`src/rtl/rv32i_loader_pkg.sv`:
```
`default_nettype none
// ============================================================================
// rv32i_loader_pkg : shared types and constants for the instruction loader
// Revision: 1.0
// ============================================================================
package rv32i_loader_pkg;

    typedef enum logic [2:0] {
        ST_IDLE = 3'd0,
        ST_HDR  = 3'd1,
        ST_DATA = 3'd2,
        ST_CSUM = 3'd3,
        ST_DONE = 3'd4,
        ST_ERR  = 3'd5
    } loader_state_t;

    localparam int         HDR_BYTES  = 4;
    localparam int         CSUM_BYTES = 4;
    localparam logic [3:0] WR_BE_ALL  = 4'hF;

endpackage
`default_nettype wire

```
`src/rtl/rv32i_byte_assembler.sv`:
```
`default_nettype none
// ============================================================================
// rv32i_byte_assembler : packs a byte stream into little-endian 32-bit words
// Revision: 1.0
// ============================================================================
module rv32i_byte_assembler
    import rv32i_loader_pkg::*;
(
    input  logic        clk,
    input  logic        reset,
    input  logic        clear,
    input  logic        in_valid,
    input  logic [7:0]  in_data,
    output logic        word_valid,
    output logic [31:0] word
);

    localparam logic [1:0] LAST_LANE = 2'(HDR_BYTES - 1);

    logic [1:0]  lane_q, lane_d;
    // The fourth byte goes straight to the output, so only three are held.
    logic [23:0] shreg_q, shreg_d;

    always_comb begin
        lane_d  = lane_q;
        shreg_d = shreg_q;
        if (clear) begin
            lane_d = 2'd0;
        end else if (in_valid) begin
            lane_d  = lane_q + 2'd1;
            shreg_d = {in_data, shreg_q[23:8]};
        end
    end

    always_ff @(posedge clk or posedge reset) begin
        if (reset) begin
            lane_q  <= 2'd0;
            shreg_q <= 24'd0;
        end else begin
            lane_q  <= lane_d;
            shreg_q <= shreg_d;
        end
    end

    assign word_valid = in_valid && !clear && (lane_q == LAST_LANE);
    assign word       = {in_data, shreg_q};

endmodule
`default_nettype wire

```
`src/rtl/rv32i_prog_loader.sv`:
```
`default_nettype none
// ============================================================================
// rv32i_prog_loader : framed byte-stream loader driving the instruction RAM
// write port while holding the core in reset. Revision: 1.0
// ============================================================================
module rv32i_prog_loader
    import rv32i_loader_pkg::*;
#(
    parameter int          WORDS      = 1024,
    parameter logic [29:0] BASE_WADDR = 30'h0
) (
    input  logic        clk,
    input  logic        reset,
    input  logic        start,
    input  logic        s_valid,
    input  logic [7:0]  s_data,
    output logic        s_ready,
    output logic        wr_en,
    output logic [31:2] wr_addr,
    output logic [31:0] wr_data,
    output logic [3:0]  wr_be,
    output logic        core_reset,
    output logic        busy,
    output logic        done,
    output logic        error
);

    localparam logic [31:0] MAX_WORDS = 32'(WORDS);

    loader_state_t state_q, state_d;
    logic [31:0]   n_q, n_d;
    logic [31:0]   wcnt_q, wcnt_d;
    logic [31:0]   acc_q, acc_d;
    logic          wr_en_q, wr_en_d;
    logic [29:0]   wr_addr_q, wr_addr_d;
    logic [31:0]   wr_data_q, wr_data_d;
    logic [3:0]    wr_be_q, wr_be_d;
    logic          core_reset_q, core_reset_d;
    logic          done_q, done_d;
    logic          error_q, error_d;

    logic          start_accept;
    logic          byte_fire;
    logic          word_valid;
    logic [31:0]   word;

    assign busy      = (state_q == ST_HDR) || (state_q == ST_DATA) || (state_q == ST_CSUM);
    assign s_ready   = busy;
    assign byte_fire = s_valid && busy;

    rv32i_byte_assembler u_asm (
        .clk        (clk),
        .reset      (reset),
        .clear      (start_accept),
        .in_valid   (byte_fire),
        .in_data    (s_data),
        .word_valid (word_valid),
        .word       (word)
    );

    always_comb begin
        state_d      = state_q;
        n_d          = n_q;
        wcnt_d       = wcnt_q;
        acc_d        = acc_q;
        wr_en_d      = 1'b0;
        wr_be_d      = 4'h0;
        wr_addr_d    = wr_addr_q;
        wr_data_d    = wr_data_q;
        core_reset_d = core_reset_q;
        done_d       = done_q;
        error_d      = error_q;
        start_accept = 1'b0;
        case (state_q)
            ST_IDLE, ST_DONE, ST_ERR: begin
                if (start) begin
                    start_accept = 1'b1;
                    state_d      = ST_HDR;
                    done_d       = 1'b0;
                    error_d      = 1'b0;
                    acc_d        = 32'd0;
                    wcnt_d       = 32'd0;
                    core_reset_d = 1'b1;
                end
            end
            ST_HDR: begin
                if (word_valid) begin
                    n_d = word;
                    if (word > MAX_WORDS) begin
                        state_d = ST_ERR;
                        error_d = 1'b1;
                    end else if (word == 32'd0) begin
                        state_d = ST_CSUM;
                    end else begin
                        state_d = ST_DATA;
                    end
                end
            end
            ST_DATA: begin
                if (word_valid) begin
                    wr_en_d   = 1'b1;
                    wr_be_d   = WR_BE_ALL;
                    wr_addr_d = BASE_WADDR + wcnt_q[29:0];
                    wr_data_d = word;
                    acc_d     = acc_q + word;
                    wcnt_d    = wcnt_q + 32'd1;
                    if (wcnt_q + 32'd1 == n_q) begin
                        state_d = ST_CSUM;
                    end
                end
            end
            ST_CSUM: begin
                // A start arriving with the last checksum byte is dropped here.
                if (word_valid) begin
                    if (word == acc_q) begin
                        state_d      = ST_DONE;
                        done_d       = 1'b1;
                        core_reset_d = 1'b0;
                    end else begin
                        state_d = ST_ERR;
                        error_d = 1'b1;
                    end
                end
            end
            default: state_d = ST_IDLE;
        endcase
    end

    always_ff @(posedge clk or posedge reset) begin
        if (reset) begin
            state_q      <= ST_IDLE;
            n_q          <= 32'd0;
            wcnt_q       <= 32'd0;
            acc_q        <= 32'd0;
            wr_en_q      <= 1'b0;
            wr_addr_q    <= 30'd0;
            wr_data_q    <= 32'd0;
            wr_be_q      <= 4'h0;
            core_reset_q <= 1'b0;
            done_q       <= 1'b0;
            error_q      <= 1'b0;
        end else begin
            state_q      <= state_d;
            n_q          <= n_d;
            wcnt_q       <= wcnt_d;
            acc_q        <= acc_d;
            wr_en_q      <= wr_en_d;
            wr_addr_q    <= wr_addr_d;
            wr_data_q    <= wr_data_d;
            wr_be_q      <= wr_be_d;
            core_reset_q <= core_reset_d;
            done_q       <= done_d;
            error_q      <= error_d;
        end
    end

    assign wr_en      = wr_en_q;
    assign wr_addr    = wr_addr_q;
    assign wr_data    = wr_data_q;
    assign wr_be      = wr_be_q;
    assign core_reset = core_reset_q;
    assign done       = done_q;
    assign error      = error_q;

endmodule
`default_nettype wire

```
`config.mk`:
```
export PLATFORM = sky130hd
export DESIGN_NAME = rv32i_prog_loader
export DESIGN_NICKNAME = d
export VERILOG_FILES = /design/src/rtl/rv32i_loader_pkg.sv /design/src/rtl/rv32i_byte_assembler.sv /design/src/rtl/rv32i_prog_loader.sv
export SDC_FILE = /design/constraint.sdc
export NUM_CORES = 1
export LEC_CHECK = 0
export ABC_AREA = 1
export ABC_CLOCK_PERIOD_IN_PS = 8500
export CORE_MARGIN = 3
export CORE_UTILIZATION = 47
export CTS_BUF_LIST = sky130_fd_sc_hd__clkbuf_4 sky130_fd_sc_hd__clkbuf_8
export DETAILED_ROUTE_END_ITERATION = 8
export PLACE_DENSITY = 0.66
export RECOVER_POWER = 100
export SYNTH_ARGS = -nofsm -noshare
export SYNTH_HDL_FRONTEND = slang
export SYNTH_HIERARCHICAL = 1
export SYNTH_SLANG_ARGS = --single-unit
```
`constraint.sdc`:
```
create_clock -name clk -period 8.5 [get_ports clk]
set_input_delay 2.125 -clock clk [delete_from_list [all_inputs] [get_ports clk]]
set_output_delay 2.125 -clock clk [all_outputs]
set_load 0.005 [all_outputs]
```
# ---- Word level (Yosys, flattened, before mapping)
# Cells that the tools add are included.
dict set report word_totals {
  reg_bits 195
  latch_bits 0
  ramBits 0
  romBits 0
  in_bits 12
  out_inout_bits 72
  wordCells 89
  mem_count 0
}
dict set report classes {
  add_sub_neg 3
  mul 0
  div_mod_pow 0
  magnitude_cmp 1
  eq_ne 16
  shift 0
  mux 35
  n_bitwise 1
  reduce_logical 20
}
# op count
set ops {}
lappend ops {{one-hot mux 32 bit (2 select lines)} 2}
lappend ops {{two-way mux 32 bit} 3}
lappend ops {{equality test 32 bit} 2}
lappend ops {{adder 32 x 1 -> 32 bit (second input constant)} 1}
lappend ops {{adder 32 bit} 1}
lappend ops {{greater-than comparator 32 x 11 -> 1 bit (second input constant)} 1}
lappend ops {{logical NOT 32 bit} 1}
lappend ops {{two-way mux 3 bit} 6}
lappend ops {{two-way mux 1 bit} 16}
lappend ops {{inequality test 2 x 1 -> 1 bit (second input constant)} 6}
lappend ops {{one-hot mux 3 bit (4 select lines)} 1}
lappend ops {{two-way mux 4 bit} 2}
lappend ops {{equality test 3 x 2 -> 1 bit (second input constant)} 2}
lappend ops {{equality test 3 bit (second input constant)} 2}
lappend ops {{AND reduction 2 bit} 3}
lappend ops {{AND reduction 6 bit} 1}
lappend ops {{nonzero test 2 bit} 3}
lappend ops {{AND reduction 5 bit} 1}
lappend ops {{two-way mux 2 bit} 2}
lappend ops {{inequality test 2 bit (second input constant)} 2}
lappend ops {{one-hot mux 1 bit (2 select lines)} 2}
lappend ops {{AND reduction 4 bit} 1}
lappend ops {{equality test 3 x 1 -> 1 bit (second input constant)} 1}
lappend ops {{logical AND 1 bit} 3}
lappend ops {{other kinds (10)} 11}

# ---- Longest topological paths before layout
# Gate-level depths: netlist of the first run.
dict set report depth {
  ltp_word 8
  ltp_mapped 23
  ltp_nobuf 22
}

# ---- Cells and area by module
# The synthesis of the first run kept the hierarchy.
# mod instances cells_each area_each_um2 seq_area_each_um2
set modules_own_cells {}
lappend modules_own_cells {rv32i_prog_loader 1 1406 9954.5 4129.0}
lappend modules_own_cells {rv32i_byte_assembler 1 127 1260.0 650.6}

# ---- Worst setup path before layout of the first run
# No wires, ideal clock.
dict set report synth_path {
  kind {input port to flip-flop}
  start {in s_valid}
  end {reg state_q[2]}
  setup_time_ns 0.118
  arrival_ns 3.732
  t_required_ns 8.382
  path_slack_ns 4.651
  stages 18
  n_path_buf 2
  cell_sequence {a21boi_0 > buf_6 > nand2_8 > buf_12 > nor2_2 > inv_1 > nand2_1 > nand3_1 > nor2_1 > nand2_1 > nor2_1 > nand2_1 > nor2_1 > nand3_1 > nor2_1 > nand3_1 > nand3_1 > nand2_1}
}
dict set report synth_between {
  elab_chain_len 5
  word_cells_on_any_way 7
  classes_between {eq/ne: 3; reduce/logical: 4}
}
# element line
set synth_lines {}
lappend synth_lines {{from (decl)} rv32i_prog_loader.sv:15} ;# input logic s_valid,
lappend synth_lines {{logical AND 1 bit *} rv32i_prog_loader.sv:49} ;# assign byte_fire = s_valid && busy;
lappend synth_lines {{logical AND 1 bit * (2 in a row)} rv32i_byte_assembler.sv:45} ;# assign word_valid = in_valid && !clear && (lane_q == LAST_LANE);
lappend synth_lines {{net word_valid} rv32i_prog_loader.sv:44} ;# logic word_valid;
lappend synth_lines {{inequality test 2 x 1 -> 1 bit (no line)} n/a}
lappend synth_lines {{AND reduction 5 bit (no line) *} n/a}
lappend synth_lines {{to (signal assigned)} rv32i_prog_loader.sv:143} ;# state_q <= state_d;
lappend synth_lines {{to (decl)} rv32i_prog_loader.sv:30} ;# loader_state_t state_q, state_d;
# Mark *: on every way through the listed nets, which the timed path passes. The rest lies on a longest branch.
# A chain may end at the register's enable or synchronous reset.

# ---- Worst setup path in the final report of the first run
dict set report layout_path {
  start {in start}
  end {reg acc_q[17]}
}
dict set report layout_between {
  elab_chain_len 7
  word_cells_on_any_way 8
  classes_between {eq/ne: 2; mux: 2; reduce/logical: 4}
}
# element line
set layout_lines {}
lappend layout_lines {{from (decl)} rv32i_prog_loader.sv:14} ;# input logic start,
lappend layout_lines {{two-way mux 1 bit} rv32i_prog_loader.sv:76} ;# if (start) begin
lappend layout_lines {{two-way mux 1 bit} rv32i_prog_loader.sv:74} ;# case (state_q)
lappend layout_lines {{net start_accept} rv32i_prog_loader.sv:42} ;# logic start_accept;
lappend layout_lines {{logical NOT 1 bit} rv32i_byte_assembler.sv:45}
lappend layout_lines {{logical AND 1 bit (2 in a row)} rv32i_byte_assembler.sv:45}
lappend layout_lines {{net word_valid} rv32i_prog_loader.sv:44}
lappend layout_lines {{inequality test 2 x 1 -> 1 bit (no line)} n/a}
lappend layout_lines {{AND reduction 3 bit (no line)} n/a}
lappend layout_lines {{to (signal assigned)} rv32i_prog_loader.sv:134} ;# acc_q <= 32'd0;
lappend layout_lines {{to (signal assigned)} rv32i_prog_loader.sv:146} ;# acc_q <= acc_d;
lappend layout_lines {{to (decl)} rv32i_prog_loader.sv:33} ;# logic [31:0] acc_q, acc_d;
# The timed path passes the listed nets, and every way through them passes these cells.

==> summary.txt, run 1 <==
Synthesis
  – Cells taking the most area after synthesis: sky130_fd_sc_hd__dfrtp_1 (43%), sky130_fd_sc_hd__nand2_1 (15%), sky130_fd_sc_hd__o21ai_0 (6.7%)
  – Most repeated cell in the gate-level netlist after synthesis: sky130_fd_sc_hd__nand2_1
  – Synth Net Count: 1579
  – Post-synth top area share: 0.426
  – Number of distinct library cells after synthesis: 46
  – FFs w/ async S/R, synth: 1.00
  – Number of register bits inferred by synthesis: 191
  – Commonest cells post-synth: sky130_fd_sc_hd__nand2_1 (457), sky130_fd_sc_hd__dfrtp_1 (191), sky130_fd_sc_hd__inv_1 (159)
  – Gate count of the mapped netlist: 1533
  – Largest area contributor in the netlist: sky130_fd_sc_hd__dfrtp_1
  – Flip-flop cell with the highest count after synthesis: sky130_fd_sc_hd__dfrtp_1
  – Mean instance size in the synthesized netlist: 7.32 sq um
  – Share of synthesized area occupied by flip-flops and latches: 0.426
  – Combined area of all synthesized cells: 11200 sq um
  – Number of synthesized flops with an enable pin: 0
  – Yosys synthesis warning count: 6

Clock tree
  – Number of buffers between clock root and the deepest sink: 2
  – Number of buffers added for setup after CTS: 0
  – Worst-Skew Late Latency: roughly 0.49 ns
  – Number of buffers added to fix hold violations after cts: 0
  – Number of buffers created by CTS: 17
  – Clock net sink count: 191
  – Clock-pin slew reported for the worst setup and hold paths after clock tree synthesis: ~0.1 ns
  – CTS H-Tree Depth: 4
  – CTS tree: yes
  – Root cell of the clock tree: sky130_fd_sc_hd__clkbuf_8
  – Cts repair resizes: 0

Worst setup path
  – List of cells traversed by the critical path: dlygate4sd3_1 > inv_1 > nor2_1 > clkinvlp_2 > nand2_8 > nor2_1 > inv_1 > nor2_2 > buf_4 > inv_4 > buf_4 > a21oi_1 > o21ai_0 > nand2_1
  – Required arrival time at the worst endpoint: ~8.9 ns
  – Gate family responsible for the most delay along the worst path: buffers and inverters
  – Register-to-register setup slack: 3.63 ns
  – Max incr delay on CP: 0.87 ns
  – Startpoint Class: primary input
  – Arrival time at the worst endpoint: approximately 6.5 ns
  – Worst reg2reg path depth: 16
  – Number of stages on the worst setup path: 14
  – Element type at the critical path end: flop
  – WP buf/inv: 7
  – Standard cell with the maximum stage delay on the critical path: sky130_fd_sc_hd__clkinvlp_2
  – Category of the most critical setup path: primary input to flop
  – Crit-path max FO: 91

Outcome
  – Outcome: finished with violations
  – Violated checks: max-capacitance violations, max-slew violations

Power and ir drop
  – Part of the power in combinational logic: 0.369
  – Power dissipated by switching net loads: 1.29 mW
  – Largest vdd supply drop: between 0.2 and 0.25 mV
  – Portion of total power attributed to the clock network: 0.211
  – Standby leakage power: 6.16 nW
  – Switching power share of the total: 0.406
  – Pwr Density: 253 nW/um^2
  – Internal power of the cells: 1.89 mW
  – Sequential group share of total power: 0.420

Detailed routing
  – Violation count after the first detailed-routing iteration: ~720
  – Post-detailed-route DRC marker count: 0
  – WL met1: ~14 mm
  – Met2 routed WL: 15.0 mm
  – Highest layer used for signal routing: met4
  – First-pass iteration count of the detailed router: 5
  – Routed wl met3: about 1.3 mm
  – Antenna viol nets, final: 0
  – Vias per cell: 5.35
  – Via count: 10200
  – WL per Instance: 16.2 microns
  – Final WL: between 30 and 40 mm

Global route
  – Maximum number of pins on one net before global-route repair: around 110
  – Number of global-route vias before repair: roughly 9500
  – First-pass GRT wire length: approximately 50 mm
  – GRT Util Overall: 0.243
  – GR Overflow Total: 0
  – Initial antenna violation count: 0

Finish
  – Final layout net count: 1633
  – Share of cells above drive strength 1: 0.0575
  – Area growth from synthesis to final layout: 11.8%
  – Final antenna diode count: 0

Floorplan
  – Total Die Area: 25800 sq um
  – Vertical die dimension: 160 microns
  – Count of standard-cell rows: 55
  – Die extent in x: 160 microns
  – Core area: ~23000 sq um
  – Starting density of the core: 0.486
  – Top-level port count: 84

Place
  – Count of input and output buffers: 83
  – Post-detail-place hpwl: 23.1 mm
  – Routability congestion estimate: roughly 0.94

STA
  – Final-report setup violation count: 0
  – Transition time of the tightest slew-check pin: 2.74 ns
  – Final Slew Violations: 119
  – Share of the clock period used by the worst path after layout: 0.726
  – F_max: ~0.16 GHz
  – Minimum clock period after layout: 6.17 ns
  – Headroom to the max-slew limit: -0.826
  – Final hold violation count: 0
  – Total negative setup slack: 0 ns
  – Fin Hold WS: 0.486 ns
  – Setup repair after global routing missed its margin: false
  – Clock Skews: 0.0138 ns

Worst hold path
  – Hold WC Path Type: flop to flop
  – Depth of the worst hold-timing path: 2

Run
  – Maximum capacitance violations: 2
-- through the flow --
step / power, mW / worst slack, ns / utilization / instance area, sq um / instances
6_report: 3.18 / 2.33 / 0.544 / 12500 / 1913
5_1_grt: 3.40 / 1.89 / 0.544 / 12500 / 1913
4_1_cts: 3.27 / 3.31 / 0.546 / 12600 / 1913
3_5_place_dp: 2.60 / 2.81 / 0.527 / 12200 / 1881
3_3_place_gp: 2.58 / 2.88 / 0.527 / 12200 / 1881
2_1_floorplan: 2.08 / 1.91 / - / 11200 / 1533
-- tightest hold or removal path: stages (launching register included) --
cell                      delay, ns
sky130_fd_sc_hd__dfrtp_1       0.35
sky130_fd_sc_hd__nand2_1       0.05
sky130_fd_sc_hd__o21ai_0       0.05
-- routing by layer --
metal  vias up  global-route usage
li1       5110                   -
met1      4806               0.329
met2       278               0.407
met3        32              0.0356
met4         0              0.0671
met5         -                   0
-- final cells by class --
cell class / instances / area [sq um]
Tap cell: 313 / 392
Clock buffer: 19 / 262
Multi-Input combinational cell: 1125 / 5440
Fill cell: 2258 / 10500
Inverter: 164 / 624
Sequential cell: 191 / 4780
Timing Repair Buffer: 88 / 865
Clock inverter: 13 / 175
-- power groups by stage --
stage	Combinational (mW)	Sequential, mW	Clock (mW)
2_1_floorplan	0.779	1.30	0
3_3_place_gp	1.23	1.36	0
3_5_place_dp	1.24	1.36	0
4_1_cts	1.24	1.34	0.683
5_1_grt	1.32	1.36	0.719
6_report	1.17	1.33	0.669
-- cells by family after synthesis --
family / synth area share
buf+inv: 0.0848
compound gates: 0.123
simple gates: 0.326
flops: 0.426
xor+xnor: 0.00156
fa+ha+maj: 0.0386
-- layout by cell type (no fill, tap or decap), types with 2 or more instances in the layout --
cell                              Yosys  final
sky130_fd_sc_hd__a21boi_0             3      2
sky130_fd_sc_hd__a21o_1               5      5
sky130_fd_sc_hd__a21oi_1             46     46
sky130_fd_sc_hd__a31oi_1              4      4
sky130_fd_sc_hd__a32o_1               4      4
sky130_fd_sc_hd__and2_1               2      2
sky130_fd_sc_hd__buf_4               13      4
sky130_fd_sc_hd__bufinv_16            0      3
sky130_fd_sc_hd__clkbuf_8             2     19
sky130_fd_sc_hd__clkdlybuf4s50_1      0      9
sky130_fd_sc_hd__clkinv_4             0      4
sky130_fd_sc_hd__dfrtp_1            191    191
sky130_fd_sc_hd__dlygate4sd3_1        0     74
sky130_fd_sc_hd__ha_1                33     33
sky130_fd_sc_hd__inv_1              159    158
sky130_fd_sc_hd__inv_2                4      3
sky130_fd_sc_hd__inv_6                0      4
sky130_fd_sc_hd__nand2_1            457    475
sky130_fd_sc_hd__nand2_2             40     22
sky130_fd_sc_hd__nand3_1            138    138
sky130_fd_sc_hd__nand3b_1            11     11
sky130_fd_sc_hd__nand4_1             13     13
sky130_fd_sc_hd__nor2_1             121    121
sky130_fd_sc_hd__nor2_2              15     15
sky130_fd_sc_hd__nor2_4               5      5
sky130_fd_sc_hd__nor3_1              11     11
sky130_fd_sc_hd__nor4_1              14     14
sky130_fd_sc_hd__o211ai_1             2      2
sky130_fd_sc_hd__o21ai_0            150    160
sky130_fd_sc_hd__o21ai_1             16      6
sky130_fd_sc_hd__o21bai_1             6      6
sky130_fd_sc_hd__o22ai_1             14     14
sky130_fd_sc_hd__or2_2                3      3
-- registers in the layout, indices dropped and copies added, names as in the netlist --
signal and count:
done 1, wr_data 32, wr_be 1, u_asm/lane_q 2
wcnt_q 32, n_q 32, state_q 3, acc_q 32
core_reset 1, wr_addr 30, u_asm/shreg_q 24, error 1
-- worst paths after layout --
kind | to | startpoint
setup / recovery | acc_q[17]$_DFFE_PP0P_ | start
hold / removal | wr_addr[23]$_DFFE_PP0P_ | wr_addr[23]$_DFFE_PP0P_
setup reg to reg | acc_q[17]$_DFFE_PP0P_ | state_q[0]$_DFFE_PP0P_
hold reg to reg | wr_addr[23]$_DFFE_PP0P_ | wr_addr[23]$_DFFE_PP0P_
max in group asynchronous | n_q[8]$_DFFE_PP0P_ | reset
min in group asynchronous | u_asm/shreg_q[0]$_DFFE_PP0P_ | reset
No activity file was read; power rests on OpenSTA's default activity.
==> run 2: changes to the inputs <==
--- a/config.mk
+++ b/config.mk
@@ -6,12 +6,12 @@
 export NUM_CORES = 1
 export LEC_CHECK = 0
 export ABC_AREA = 1
-export ABC_CLOCK_PERIOD_IN_PS = 8500
+export ABC_CLOCK_PERIOD_IN_PS = 5000
 export CORE_MARGIN = 3
 export CORE_UTILIZATION = 47
 export CTS_BUF_LIST = sky130_fd_sc_hd__clkbuf_4 sky130_fd_sc_hd__clkbuf_8
 export DETAILED_ROUTE_END_ITERATION = 8
-export PLACE_DENSITY = 0.66
+export PLACE_DENSITY = 0.69
 export RECOVER_POWER = 100
 export SYNTH_ARGS = -nofsm -noshare
 export SYNTH_HDL_FRONTEND = slang
==> constraint.sdc (replaced) <==
create_clock -name clk -period 5 [get_ports clk]
set_input_delay 1.25 -clock clk [delete_from_list [all_inputs] [get_ports clk]]
set_output_delay 1.25 -clock clk [all_outputs]
set_load 0.005 [all_outputs]
==> summary.txt, run 2 (synthesized netlist as in run 1, its figures left out) <==
Outcome
  – Outcome: finished with violations (unchanged)
  – Violated checks: max-capacitance violations, max-slew violations (unchanged)

Worst setup path
  – Launching point of the worst reg2reg path: state_q[0]$_DFFE_PP0P_ (unchanged)
  – Max incr delay on CP: 0.71 ns (was 0.87 ns)
  – Crit-path max FO: 39 (was 91)
  – Standard cell with the maximum stage delay on the critical path: sky130_fd_sc_hd__clkbuf_2 (was sky130_fd_sc_hd__clkinvlp_2)
  – List of cells traversed by the critical path: dlygate4sd3_1 > a21boi_0 > nand2_8 > nor2_1 > inv_1 > nand2_1 > nand2_1 > nor2_1 > clkbuf_2 > nand4_1 > o21ai_0 (was dlygate4sd3_1 > inv_1 > nor2_1 > clkinvlp_2 > nand2_8 > nor2_1 > inv_1 > nor2_2 > buf_4 > inv_4 > buf_4 > a21oi_1 > o21ai_0 > nand2_1)
  – Required arrival time at the worst endpoint: 5.38 ns (was 8.87 ns)
  – Register-to-register setup slack: 1.57 ns (was 3.63 ns)
  – Gate family responsible for the most delay along the worst path: buffers and inverters (unchanged)
  – Worst reg2reg path depth: 13 (was 16)
  – Reg-to-Reg End: wr_addr[31]$_DFFE_PP0P_ (was acc_q[17]$_DFFE_PP0P_)
  – Element type at the critical path end: flop (unchanged)
  – Startpoint Class: primary input (unchanged)
  – WP buf/inv: 3 (was 7)
  – Number of stages on the worst setup path: 11 (was 14)
  – Arrival time at the worst endpoint: 4.42 ns (was 6.54 ns)
  – Category of the most critical setup path: primary input to flop (unchanged)

Finish
  – Final antenna diode count: 0 (unchanged)
  – Number of standard cells in the layout, taps in and fillers out: 1918 (was 1913)
  – Area used by sequential logic in the layout: 4780 sq um (unchanged)
  – Final layout net count: 1638 (was 1633)
  – Total area of multi-input combinational cells: 5480 sq um (was 5440 sq um)
  – Commonest cells after routing, fill and taps aside: sky130_fd_sc_hd__nand2_1 (456), sky130_fd_sc_hd__dfrtp_1 (191), sky130_fd_sc_hd__o21ai_0 (159) (was sky130_fd_sc_hd__nand2_1 (475), sky130_fd_sc_hd__dfrtp_1 (191), sky130_fd_sc_hd__o21ai_0 (160))
  – Share of cells above drive strength 1: 0.0679 (was 0.0575)
  – Area growth from synthesis to final layout: 12.2% (was 11.8%)
  – Commonest non-fill, non-tap cell in the layout: sky130_fd_sc_hd__nand2_1 (unchanged)
  – Number of filler instances in the final layout: 2203 (was 2258)
  – Final core utilization: 0.546 (was 0.544)

Floorplan
  – Count of standard-cell rows: 55 (unchanged)
  – Die extent in x: 160 microns (unchanged)
  – Core area: 23100 sq um (unchanged)
  – Vertical die dimension: 160 microns (unchanged)
  – Starting density of the core: 0.486 (unchanged)
  – Top-level port count: 84 (unchanged)
  – Total Die Area: 25800 sq um (unchanged)

Place
  – Count of input and output buffers: 83 (unchanged)
  – Placed insts: 1886 (was 1881)
  – Post-detail-place hpwl: 23.1 mm (about the same)
  – Worst slack, placed: 1.11 ns (was 2.81 ns)
  – Routability congestion estimate: 0.964 (was 0.936)

Clock tree
  – Clock net sink count: 191 (unchanged)
  – Root cell of the clock tree: sky130_fd_sc_hd__clkbuf_8 (unchanged)
  – Worst-Skew Late Latency: 0.48 ns (was 0.49 ns)
  – CTS tree: yes (unchanged)
  – Clock-pin slew reported for the worst setup and hold paths after clock tree synthesis: 0.10 ns (about the same)
  – Cts repair resizes: 0 (unchanged)
  – CTS H-Tree Depth: 4 (unchanged)
  – Number of buffers between clock root and the deepest sink: 2 (unchanged)
  – Number of buffers created by CTS: 17 (unchanged)
  – Number of buffers added to fix hold violations after cts: 0 (unchanged)
  – Number of buffers added for setup after CTS: 0 (unchanged)

Detailed routing
  – Via count: 10200 (about the same)
  – Final WL: 30.5 mm (was 31.0 mm)
  – Post-detailed-route DRC marker count: 0 (unchanged)
  – Violation count after the first detailed-routing iteration: 787 (was 724)
  – Vias per cell: 5.31 (was 5.35)
  – First-pass iteration count of the detailed router: 7 (was 5)
  – Antenna viol nets, final: 0 (unchanged)
  – WL per Instance: 15.9 microns (was 16.2 microns)

Worst hold path
  – Startpoint of the tightest hold check path: wr_addr[7]$_DFFE_PP0P_ (was wr_addr[23]$_DFFE_PP0P_)
  – Hold WC Path Type: flop to flop (unchanged)
  – Endpoint of the worst hold-timing path: wr_addr[7]$_DFFE_PP0P_ (was wr_addr[23]$_DFFE_PP0P_)
  – Depth of the worst hold-timing path: 2 (unchanged)

STA
  – Clock Skews: 0.0154 ns (was 0.0138 ns)
  – Final-report setup violation count: 0 (unchanged)
  – Setup repair after global routing missed its margin: false (unchanged)
  – Minimum clock period after layout: 4.04 ns
  – Fin Hold WS: 0.484 ns (was 0.486 ns)
  – Final hold violation count: 0 (unchanged)
  – Final Slew Violations: 110 (was 119)
  – F_max: 0.248 GHz
  – Total negative setup slack: 0 ns (unchanged)
  – Transition time of the tightest slew-check pin: 1.98 ns (was 2.74 ns)
  – Share of the clock period used by the worst path after layout: 0.807
  – Headroom to the max-slew limit: -0.318 (was -0.826)
  – Worst setup slack after layout: 0.963 ns (was 2.33 ns)

Global route
  – Number of global-route vias before repair: 9587 (was 9470)
  – GRT Util Overall: 0.240 (was 0.243)
  – First-pass GRT wire length: 49.9 mm (about the same)
  – GR Overflow Total: 0 (unchanged)
  – Maximum number of pins on one net before global-route repair: 71 (was 114)
  – Initial antenna violation count: 0 (unchanged)

Run
  – Maximum capacitance violations: 2 (unchanged)

Power and ir drop
  – Pwr Density: 425 nW/um^2 (was 253 nW/um^2)
  – Standby leakage power: 6.16 nW (about the same)
  – Largest vdd supply drop: 0.242 mV (was 0.204 mV)
-- run 2: cell count changes in the layout (fill, tap and decap cells not counted), moves of 2 or more --
cell,previous run,this run
sky130_fd_sc_hd__nand2_1,475,456
sky130_fd_sc_hd__nand2_2,22,41
sky130_fd_sc_hd__clkbuf_1,1,5
sky130_fd_sc_hd__buf_4,4,1
sky130_fd_sc_hd__buf_12,0,2
sky130_fd_sc_hd__clkbuf_2,0,2
sky130_fd_sc_hd__clkbuf_4,0,2
sky130_fd_sc_hd__clkdlybuf4s50_1,9,7
sky130_fd_sc_hd__clkinv_2,1,3
sky130_fd_sc_hd__clkinv_4,4,2
sky130_fd_sc_hd__dlygate4sd3_1,74,76
sky130_fd_sc_hd__nor2_1,121,123
sky130_fd_sc_hd__nor2_2,15,13
-- run 2: layer usage --
layer  share of wire  vias to the layer above  track usage  wire length [microns]
met5               0                        -            0                      0
met4           0.042                        0        0.101                   1290
met3           0.051                       67       0.0426                   1560
met2            0.46                      290        0.385                  13900
met1            0.45                     4707        0.323                  13700
li1                -                     5121            -                      -
-- run 2: cell type report --
cell class / instances / share of cell area
Clock buffer: 20 / 0.0209
Clock inverter: 12 / 0.0106
Inverter: 164 / 0.0494
Multi-Input combinational cell: 1125 / 0.436
Sequential cell: 191 / 0.380
Tap cell: 313 / 0.0311
Timing Repair Buffer: 93 / 0.0721
-- run 2: worst max-delay path by stage --
stage,startpoint,endpoint,slack [ns]
4_1_cts,start,wr_addr[31]$_DFFE_PP0P_,1.62
6_report,s_valid,wcnt_q[4]$_DFFE_PP0P_,0.96
3_5_place_dp,start,wr_addr[31]$_DFFE_PP0P_,1.11
5_1_grt,s_valid,acc_q[2]$_DFFE_PP0P_,0.78
3_3_place_gp,start,wcnt_q[22]$_DFFE_PP0P_,1.20
2_1_floorplan,reset,acc_q[0]$_DFFE_PP0P_,1.65
-- run 2: power by group --
group	leakage (nW)	switching (mW)	internal, mW
sequential	2.57	0.367	1.91
combinational	3.39	1.24	0.768
clock	0.201	0.579	0.473
-- run 2: through the flow --
stage,power [mW],cell area (sq um)
after global placement,4.40,12200
final,5.34,12600
after detailed placement,4.43,12200
after global routing,5.75,12600
after floorplan,3.53,11200
after CTS,5.48,12600
-- run 2: worst register-to-register path: stages (launching register included) --
cell	delay (ns)
sky130_fd_sc_hd__dfrtp_1	0.44
sky130_fd_sc_hd__nand2_1	0.21
sky130_fd_sc_hd__inv_1	0.09
sky130_fd_sc_hd__nor2_1	0.09
sky130_fd_sc_hd__inv_1	0.07
sky130_fd_sc_hd__nor2_1	0.29
sky130_fd_sc_hd__inv_4	0.21
sky130_fd_sc_hd__nand2_8	0.24
sky130_fd_sc_hd__nor2_1	0.12
sky130_fd_sc_hd__inv_1	0.14
sky130_fd_sc_hd__nor2_1	0.11
sky130_fd_sc_hd__inv_4	0.46
sky130_fd_sc_hd__clkbuf_1	0.64
sky130_fd_sc_hd__o21ai_0	0.18
==> patch, RTL diff (settings of run 1) <==
Re-encode `loader_state_t` (6 states) as one-hot, 6 bits wide.
--- a/src/rtl/rv32i_loader_pkg.sv
+++ b/src/rtl/rv32i_loader_pkg.sv
@@ -5,13 +5,13 @@
 // ============================================================================
 package rv32i_loader_pkg;
 
-    typedef enum logic [2:0] {
-        ST_IDLE = 3'd0,
-        ST_HDR  = 3'd1,
-        ST_DATA = 3'd2,
-        ST_CSUM = 3'd3,
-        ST_DONE = 3'd4,
-        ST_ERR  = 3'd5
+    typedef enum logic [5:0] {
+        ST_IDLE = 6'b000001,
+        ST_HDR  = 6'b000010,
+        ST_DATA = 6'b000100,
+        ST_CSUM = 6'b001000,
+        ST_DONE = 6'b010000,
+        ST_ERR  = 6'b100000
     } loader_state_t;
 
     localparam int         HDR_BYTES  = 4;
Function: no difference found for any inputs over 4 cycles, from zero or initial values and one cycle with reset high; so few cycles prove little.
==> patch against run 1 <==
- the flow still finishes with violations (max-capacitance violations, max-slew violations)
- sequential share of layout area is 1.1 points higher
- cell area is 1.3% lower
- via count is 4.7% lower
- routed wire length is 5.4% lower
- worst setup slack worse by 0.33 ns
- sequential cell count is 3 higher
- area after synthesis is 1.3% lower
Power is not compared: it rests on default switching activity, and its combinational part moved more than twofold at a synthesized area within 25%.
==> patch: results <==
[synth]
ys_async_sr_fraction_pct = 100
netlist_instances = 1469
yosysSeqAreaShare_pct = 43.9
yosys_warnings = 6
yosys-top-cells-area = dfrtp_1 44%, nand2_1 15%, o21ai_0 6.7%
ys.flop_type = dfrtp_1
synth_edf_count = 0
synth_common_cells = 437 x nand2_1, 193 x dfrtp_1, 151 x inv_1, 148 x o21ai_0, 115 x nor2_1
yosysUniqueCellTypes = 50

[place]
postPlaceCellArea_um2 = 12000
dp_cells = 1816
gp_congestion = 0.930
dp_slack_ns = 2.54
port_buffers = 83
dpl.hpwl_um = 22100

[grt]
grt_max_degree = 132
track_usage_pct = 23.5
antenna_found_initial = 0
grt_pass1_wl_um = 48200
grt_pass1_vias = 9230

[timing]
finClkSkew_ns = 0.0240
slew_violations = 188
worst_slew_pin_slew_ns = 4.34

[status]
violations = max-capacitance violations, max-slew violations
status = complete, but fails checks

[route]
drtIter0Drc = 723
num_vias = 9749
wl_um = 29400
drtPass1Iterations = 5
vias_per_cell = 5.28

[clock_network]
clk_pin_slew_ns = 0.11
cts_resized = 0
post_cts_buffers = 0
clockRootBuffer = clkbuf_8
cts_buffers = 17
ctsHtreeMaxLevel = 4
clk_latency_ns = 0.48
clockBufferDepth = 2

[cells_and_area]
antenna_cells = 0
drive_above_1_share_pct = 6.25
fillers = 2263
nets = 1568

[power]
p_leak_nw = 6.10
vdd_drop_max_uv = 107
p_per_area_nw_per_um2 = 186

[setup_path]
worstPathArrival_ns = 6.85
cp_max_fo = 37

[job]
cap_viol_max_count = 3

[worst_hold_path]
hold_path.class = register to register
-- patch: final cells by class --
class                      instances  share of cell area, %
clock buffer                      18                   1.95
clock inverter                    14                   1.54
inverter                         157                   4.81
multi-input combinational       1066                   42.4
sequential                       194                   39.2
tap                              313                   3.16
timing repair buffer              86                   6.86
-- patch: cell families after synthesis --
group           synth area share (%)
compound gates                  12.2
fa+ha+maj                       3.91
buf+inv                         8.26
flops                           43.9
xor+xnor                        1.32
simple gates                    30.5
-- patch: power by group --
group / total (W) / switching [W] / internal [W]
sequential: 0.00109 / 0.000106 / 0.000988
combinational: 0.000557 / 0.000390 / 0.000168
clock: 0.000650 / 0.000370 / 0.000280
-- patch: worst paths after layout --
path | start | endpoint | slack (ns) | cells past startpoint
worst max-delay path | s_valid | acc_q[11] | 2.00 | 11
worst min-delay path | error | error | 0.49 | 2
worst max register to register | state_q[5] | acc_q[11] | 2.82 | 13
worst min register to register | error | error | 0.49 | 2
max in group asynchronous | reset | n_q[28] | 2.72 | 3
min in group asynchronous | reset | u_asm/shreg_q[0] | 2.38 | 2
-- patch: worst max-delay path, cell delays in order --
cell and delay (ns):
dlygate4sd3_1 0.53, nand2_1 0.05, inv_1 0.58, nand2_1 0.91, nor2_1 0.60, inv_1 0.11, nor2_1 0.23, inv_4 0.18
nand2_2 0.64, inv_2 0.51, a32o_1 0.34
-- patch: per-layer routing --
metal  part of all wire (%)  GRT usage [%]  vias to the layer above  wire length [um]
met5                      0              0                        -                 0
met4                    3.2           8.60                        0               925
met1                     46           32.1                     4557             13600
met2                     46           38.8                      246             13600
met3                    4.3           2.55                       50              1250
li1                       -              -                     4896                 -
